**src/rtl/mux_2to1.sv**
```systemverilog
// 2:1 data multiplexer with a combinational result, its parity, a
// registered copy, a "registered copy is meaningful" flag and a
// saturating counter of clocked select transitions.
module mux_2to1 #(
  parameter int WIDTH = 32,
  parameter int CNT_W = 16
) (
  input  logic             clk,
  input  logic             rst,
  input  logic [WIDTH-1:0] a,
  input  logic [WIDTH-1:0] b,
  input  logic             sel,
  output logic [WIDTH-1:0] q,
  output logic [WIDTH-1:0] q_r,
  output logic             q_par,
  output logic             q_r_valid,
  output logic [CNT_W-1:0] sel_toggles
);

  localparam logic [CNT_W-1:0] CNT_MAX = {CNT_W{1'b1}};
  localparam logic [CNT_W-1:0] CNT_ONE = {{(CNT_W-1){1'b0}}, 1'b1};

  // Even parity of a data word: XOR of all bits.
  function automatic logic even_parity(input logic [WIDTH-1:0] d);
    return ^d;
  endfunction

  logic [WIDTH-1:0] q_s;
  logic             toggle_s;
  logic [WIDTH-1:0] q_r_r;
  logic             valid_r;
  logic             sel_d_r;
  logic [CNT_W-1:0] toggles_r;

  // Select the data input; an unknown select yields an unknown result
  // instead of silently favouring one input.
  always_comb begin
    q_s = {WIDTH{1'bx}};
    case (sel)
      1'b0:    q_s = a;
      1'b1:    q_s = b;
      default: q_s = {WIDTH{1'bx}};
    endcase
  end

  // A transition counts only once the registered side has left reset,
  // so the first edge after reset never registers a spurious toggle.
  always_comb begin
    toggle_s = 1'b0;
    if (valid_r && (sel != sel_d_r)) begin
      toggle_s = 1'b1;
    end else begin
      toggle_s = 1'b0;
    end
  end

  // Registered data path, valid flag and previous-select capture.
  always_ff @(posedge clk or posedge rst) begin
    if (rst) begin
      q_r_r   <= {WIDTH{1'b0}};
      valid_r <= 1'b0;
      sel_d_r <= 1'b0;
    end else begin
      q_r_r   <= q_s;
      valid_r <= 1'b1;
      sel_d_r <= sel;
    end
  end

  // Saturating select-transition counter; holds at all-ones.
  always_ff @(posedge clk or posedge rst) begin
    if (rst) begin
      toggles_r <= {CNT_W{1'b0}};
    end else if (toggle_s && (toggles_r != CNT_MAX)) begin
      toggles_r <= toggles_r + CNT_ONE;
    end else begin
      toggles_r <= toggles_r;
    end
  end

  assign q           = q_s;
  assign q_par       = even_parity(q_s);
  assign q_r         = q_r_r;
  assign q_r_valid   = valid_r;
  assign sel_toggles = toggles_r;

endmodule

```
**config.mk**
```make
export PLATFORM = sky130hd
export DESIGN_NAME = mux_2to1
export DESIGN_NICKNAME = d
export VERILOG_FILES = /design/src/rtl/mux_2to1.sv
export SDC_FILE = /design/constraint.sdc
export NUM_CORES = 1
export LEC_CHECK = 0
export ABC_AREA = 1
export CORE_ASPECT_RATIO = 1.25
export CORE_MARGIN = 1.5
export CORE_UTILIZATION = 41
export DETAILED_ROUTE_END_ITERATION = 8
export PLACE_DENSITY_LB_ADDON = 0.3
export RECOVER_POWER = 50
export REMOVE_ABC_BUFFERS = 1
export SLEW_MARGIN = 5
export SYNTH_ARGS = -nofsm -noshare
export SYNTH_HDL_FRONTEND = slang
export SYNTH_SLANG_ARGS = --single-unit
```
**constraint.sdc**
```tcl
create_clock -name clk -period 3.3 [get_ports clk]
set_clock_uncertainty 0.2 [all_clocks]
set_input_delay 0.825 -clock clk [delete_from_list [all_inputs] [get_ports clk]]
set_output_delay 0.825 -clock clk [all_outputs]
set_load 0.005 [all_outputs]
```
### After elaboration in Yosys (flattened, before gate mapping)

Cells that the tools add are included.

* bits of input ports: 67
* flip-flop bits (word level): 50
* logic and storage cells: 13
* output and inout bits: 82

* bitwise logic cells: 1
* add/subtract/negate cells: 1
* reductions and logical operators: 3
* eq/ne operators: 2
* multiplexer cells: 2

Operators with widths (count)
* one-hot mux 32 bit (2 select lines): 1
* parity 32 bit: 1
* adder 16 x 1 -> 16 bit (second input constant): 1
* != test 16 bit (second input constant): 1
* logical AND 1 bit: 2
* two-way mux 1 bit: 1
* != test 1 bit: 1
* inverter 1 bit: 1

### Logic depth before layout (Yosys ltp)

* depth in word-level cells: 4
* gate-level depth with buffers: 18
* depth with buffers taken out: 16

### Worst setup path after synthesis

Ideal clock, no wire load.

* path kind: input to output
* start: in sel
* end: out q_par
* required time: 2.275 ns
* arrival: 1.968 ns
* stages: 15
* slack: 0.307 ns
* cells stage by stage: buf_6 buf_4 o21ai_1 nand2_1 nand2_1 inv_1 nand2_1 nand2_1 nand2_1 nand2_1 nand2_1 nand2_1 inv_1 nand2_1 nand2_1

* longest elaborated chain between the ends: 3

RTL lines
* start: declaration: RTL line 12 `input logic sel,`
* inverter 1 bit: RTL line 39 `case (sel)`
* one-hot mux 32 bit (2 select lines) *: RTL line 39
* via q[12]: RTL line 13 `output logic [WIDTH-1:0] q,`
* parity 32 bit *: RTL line 25 `return ^d;`
* end: declaration: RTL line 15 `output logic q_par,`

Mark *: on every way through the listed nets, which the timed path passes. The rest lies on a longest branch.

### Final worst setup path

* start: in sel
* end: out q_par

* longest elaborated chain between the ends: 3

RTL lines (RTL line)
* inverter 1 bit: 39
* one-hot mux 32 bit (2 select lines) *: 39
* parity 32 bit *: 25

Mark *: on every way between the ends. The rest lies on a longest branch, timed or not.

==> flow_results.xml <==
<?xml version="1.0" encoding="UTF-8"?>
<metrics>
  <group name="layout">
    <metric name="layout.cells.most_common_list" unit="">nand2_1 (174), clkdlybuf4s50_1 (90), buf_4 (63)</metric>
    <metric name="final_layout_size_suffix_gt1_share" unit="%">29.9</metric>
    <metric name="final-instance-count-excl-fill" unit="">743</metric>
    <metric name="final_cell_area" unit="µm²">5430</metric>
    <metric name="fillerInstances" unit="">504</metric>
    <metric name="design.final.nets" unit="">720</metric>
    <metric name="syn2layout_area_growth" unit="%">82.6</metric>
    <metric name="antennaDiodeCount" unit="">0</metric>
    <metric name="most_common_cell_after_layout_fill_and_taps_aside" unit="">nand2_1</metric>
  </group>
  <group name="drt">
    <metric name="drt-initial-drc-count" unit="">76</metric>
    <metric name="route.vias.total" unit="">3493</metric>
    <metric name="wire_per_inst" unit="µm">13.0</metric>
    <metric name="postRouteAntennaNets" unit="">0</metric>
    <metric name="post_drt_via_cell_ratio" unit="">4.70</metric>
    <metric name="detailedRoute.firstPassIterationCount" unit="">4</metric>
    <metric name="total_wire_length" unit="µm">9700</metric>
    <metric name="post-route-drc-count" unit="">0</metric>
  </group>
  <group name="status">
    <metric name="failed_checks" unit="">negative setup slack</metric>
    <metric name="status" unit="">finished, violations left</metric>
  </group>
  <group name="clock_network">
    <metric name="tritoncts" unit="">yes</metric>
    <metric name="cts-root-to-sink-buffers" unit="">2</metric>
    <metric name="clk_pin_slew_worst_paths" unit="ps">90</metric>
    <metric name="cts_buffers" unit="">5</metric>
    <metric name="cts.sinks" unit="">50</metric>
    <metric name="cts_hold_repair.buffers" unit="">0</metric>
    <metric name="h_tree_level_count" unit="">2</metric>
    <metric name="clkLatencyLatePin" unit="ps">310</metric>
    <metric name="cts.root.buffer_cell" unit="">clkbuf_8</metric>
  </group>
  <group name="floorplanning">
    <metric name="floorplan.die_area" unit="µm²">7780</metric>
    <metric name="core-area" unit="µm²">6980</metric>
    <metric name="initial_utilization" unit="%">42.6</metric>
    <metric name="chipWidth" unit="µm">79.2</metric>
    <metric name="ios" unit="">149</metric>
    <metric name="floorplan.die.height" unit="µm">98.2</metric>
    <metric name="floorplan.rows" unit="">34</metric>
  </group>
  <group name="timing">
    <metric name="post-route-period-util" unit="%">101</metric>
    <metric name="setup_violations" unit="">1</metric>
    <metric name="layout_setup_ws" unit="ps">-30.3</metric>
    <metric name="timing_max_transition_violations_final" unit="">0</metric>
    <metric name="final_period_minus_worst_setup_slack" unit="ps">3330</metric>
    <metric name="final_hold_viol_count" unit="">0</metric>
    <metric name="tightestPinTransition" unit="ps">561</metric>
    <metric name="worst_slew_slack_as_a_fraction_of_its_limit" unit="%">62.6</metric>
    <metric name="grt_setup_unrepaired" unit="">yes</metric>
    <metric name="max_freq" unit="MHz">300</metric>
  </group>
  <group name="pwr">
    <metric name="netSwitchingPower" unit="mW">0.611</metric>
    <metric name="cellInternalPower" unit="mW">1.31</metric>
    <metric name="comb_power_share" unit="%">38.6</metric>
    <metric name="switching_share" unit="%">31.9</metric>
    <metric name="leakagePower" unit="nW">3.04</metric>
    <metric name="peakVddDrop" unit="mV">0.223</metric>
    <metric name="p_per_area" unit="nW/µm²">353</metric>
    <metric name="power_frac_clock" unit="%">23.8</metric>
    <metric name="sequentialPowerShare" unit="%">37.7</metric>
  </group>
  <group name="grt">
    <metric name="antenna_found_initial" unit="">0</metric>
    <metric name="first_global_vias" unit="">3454</metric>
    <metric name="overflow_after_grt" unit="">0</metric>
    <metric name="gr-usage-all-layers" unit="%">24.2</metric>
    <metric name="grt_first_pass_wirelength" unit="µm">15000</metric>
    <metric name="grt_max_degree" unit="">39</metric>
  </group>
  <group name="placement">
    <metric name="buffer_ports.inserted" unit="">148</metric>
    <metric name="weighted_congestion_at_the_end_of_routability_driven_global_placement" unit="">0.805</metric>
    <metric name="numPlacedInstances" unit="">707</metric>
    <metric name="instance_area_at_placement" unit="µm²">4820</metric>
    <metric name="detailed_place_hpwl" unit="µm">6690</metric>
  </group>
  <group name="synth">
    <metric name="yosysSeqAreaShare" unit="%">42.1</metric>
    <metric name="yosys_warnings" unit="">0</metric>
    <metric name="synth-seq-cells" unit="">50</metric>
    <metric name="synth.lib_cells_used.distinct" unit="">22</metric>
    <metric name="syn_inst" unit="">440</metric>
    <metric name="synth.cell_area" unit="µm²">2980</metric>
    <metric name="postSynthAreaPerCell" unit="µm²">6.76</metric>
  </group>
  <group name="worst_setup_path">
    <metric name="worst_ep_required_time" unit="ps">2270</metric>
    <metric name="cp-start-kind" unit="">input port</metric>
    <metric name="critPathArrivalTime" unit="ps">2310</metric>
    <metric name="worst-setup-path-type" unit="">in -&gt; out</metric>
    <metric name="kind_of_end_point_of_the_critical_path" unit="">output pin</metric>
    <metric name="path_max_fanout" unit="">20</metric>
  </group>
  <group name="min_path">
    <metric name="timing.hold.worst.class" unit="">reg -&gt; reg</metric>
  </group>
  <group name="flow_run">
    <metric name="maxCapViolations" unit="">0</metric>
  </group>
</metrics>
-- worst max-delay path, stage by stage --
cell	delay, ps
buf_8	120
buf_12	150
nand2_1	120
inv_1	70
nor2_2	110
nand2_2	90
nand2_2	120
nand3_2	80
nand2_2	90
nand2_1	60
nand2_1	120
nand2_2	80
nand2_2	70
nand2_1	40
nand2_1	50
buf_2	120
-- stage by stage --
step	worst slack, ps	TNS, ps	power [mW]	hold WS [ps]	utilization, %
2_1_floorplan	346	0	0.977	284	-
3_3_place_gp	-562	-562	1.36	297	69.1
3_5_place_dp	-606	-606	1.38	315	69.1
4_1_cts	0.235	0	1.88	332	74.4
5_1_grt	-148	-148	2.03	348	77.9
6_report	-30.3	-30.3	1.92	330	77.9
-- timing repair --
item,in CTS,in global routing
resized for setup,100,75
endpoints found under the setup margin,1,7
pin swaps,71,59
setup buffers,21,7
-- flip-flops by register name, summed over array words and instances (netlist names) --
register	flops
sel_d_r	1
sel_toggles	16
q_r	32
q_r_valid	1
-- path summary, 6_finish.rpt --
kind                                              from                     endpoint  slack, ps  cells after the start
setup / recovery                                   sel                        q_par        -30                     16
hold / removal             sel_toggles[15]$_DFFE_PP0P_  sel_toggles[15]$_DFFE_PP0P_        330                      2
setup reg to reg            sel_toggles[0]$_DFFE_PP0P_  sel_toggles[14]$_DFFE_PP0P_       1250                      9
hold reg to reg            sel_toggles[15]$_DFFE_PP0P_  sel_toggles[15]$_DFFE_PP0P_        330                      2
max in group asynchronous                          rst   sel_toggles[1]$_DFFE_PP0P_       1580                      3
min in group asynchronous                          rst            q_r[29]$_DFF_PP0_        680                      2
-- final cells by class --
type                            count  area (µm²)  share of cell area (%)
Tap cell                           90         113                    2.07
Clock inverter                      3        43.8                   0.806
Inverter                           64         243                    4.47
Sequential cell                    50        1250                    23.0
Multi-Input combinational cell    315        1640                    30.3
Clock buffer                        5        68.8                    1.27
Timing Repair Buffer              216        2070                    38.1
-- Yosys cell counts (all sizes together) --
cell   number  area [µm²]
nand3      16        80.1
nand2     231         875
nor2       16        62.6
conb        1        3.75
inv        64         243
ha          1        12.5
buf        11        95.1
o21ai      27         158
xor2        8        70.1
nand4       6        37.5
xnor2       7        61.3
dfrtp      50        1250
nor3        2        26.3
-- cells by family after synthesis --
kind of cell	share of synthesized area [%]
simple gates	36.3
buf+inv	11.4
flops	42.1
compound gates	5.30
xor+xnor	4.42
fa+ha+maj	0.420
other cells	0.126
-- power groups by stage --
stage	logic (mW)	registers [mW]	clock network (mW)
floorplan	0.244	0.733	0
global placement	0.627	0.729	0
detailed placement	0.649	0.734	0
CTS	0.695	0.722	0.466
global route	0.811	0.730	0.493
finish	0.740	0.722	0.456
-- metal layers --
metal	vias up	wire, µm	global-route usage, %	share of wire (%)
met5	-	0	0	0
li1	1740	-	-	-
met4	0	247	8.91	2.5
met1	1607	3380	24.5	35
met3	24	547	5.33	5.6
met2	122	5520	46.9	57
Note: power is estimated with default switching activity, not from simulation.
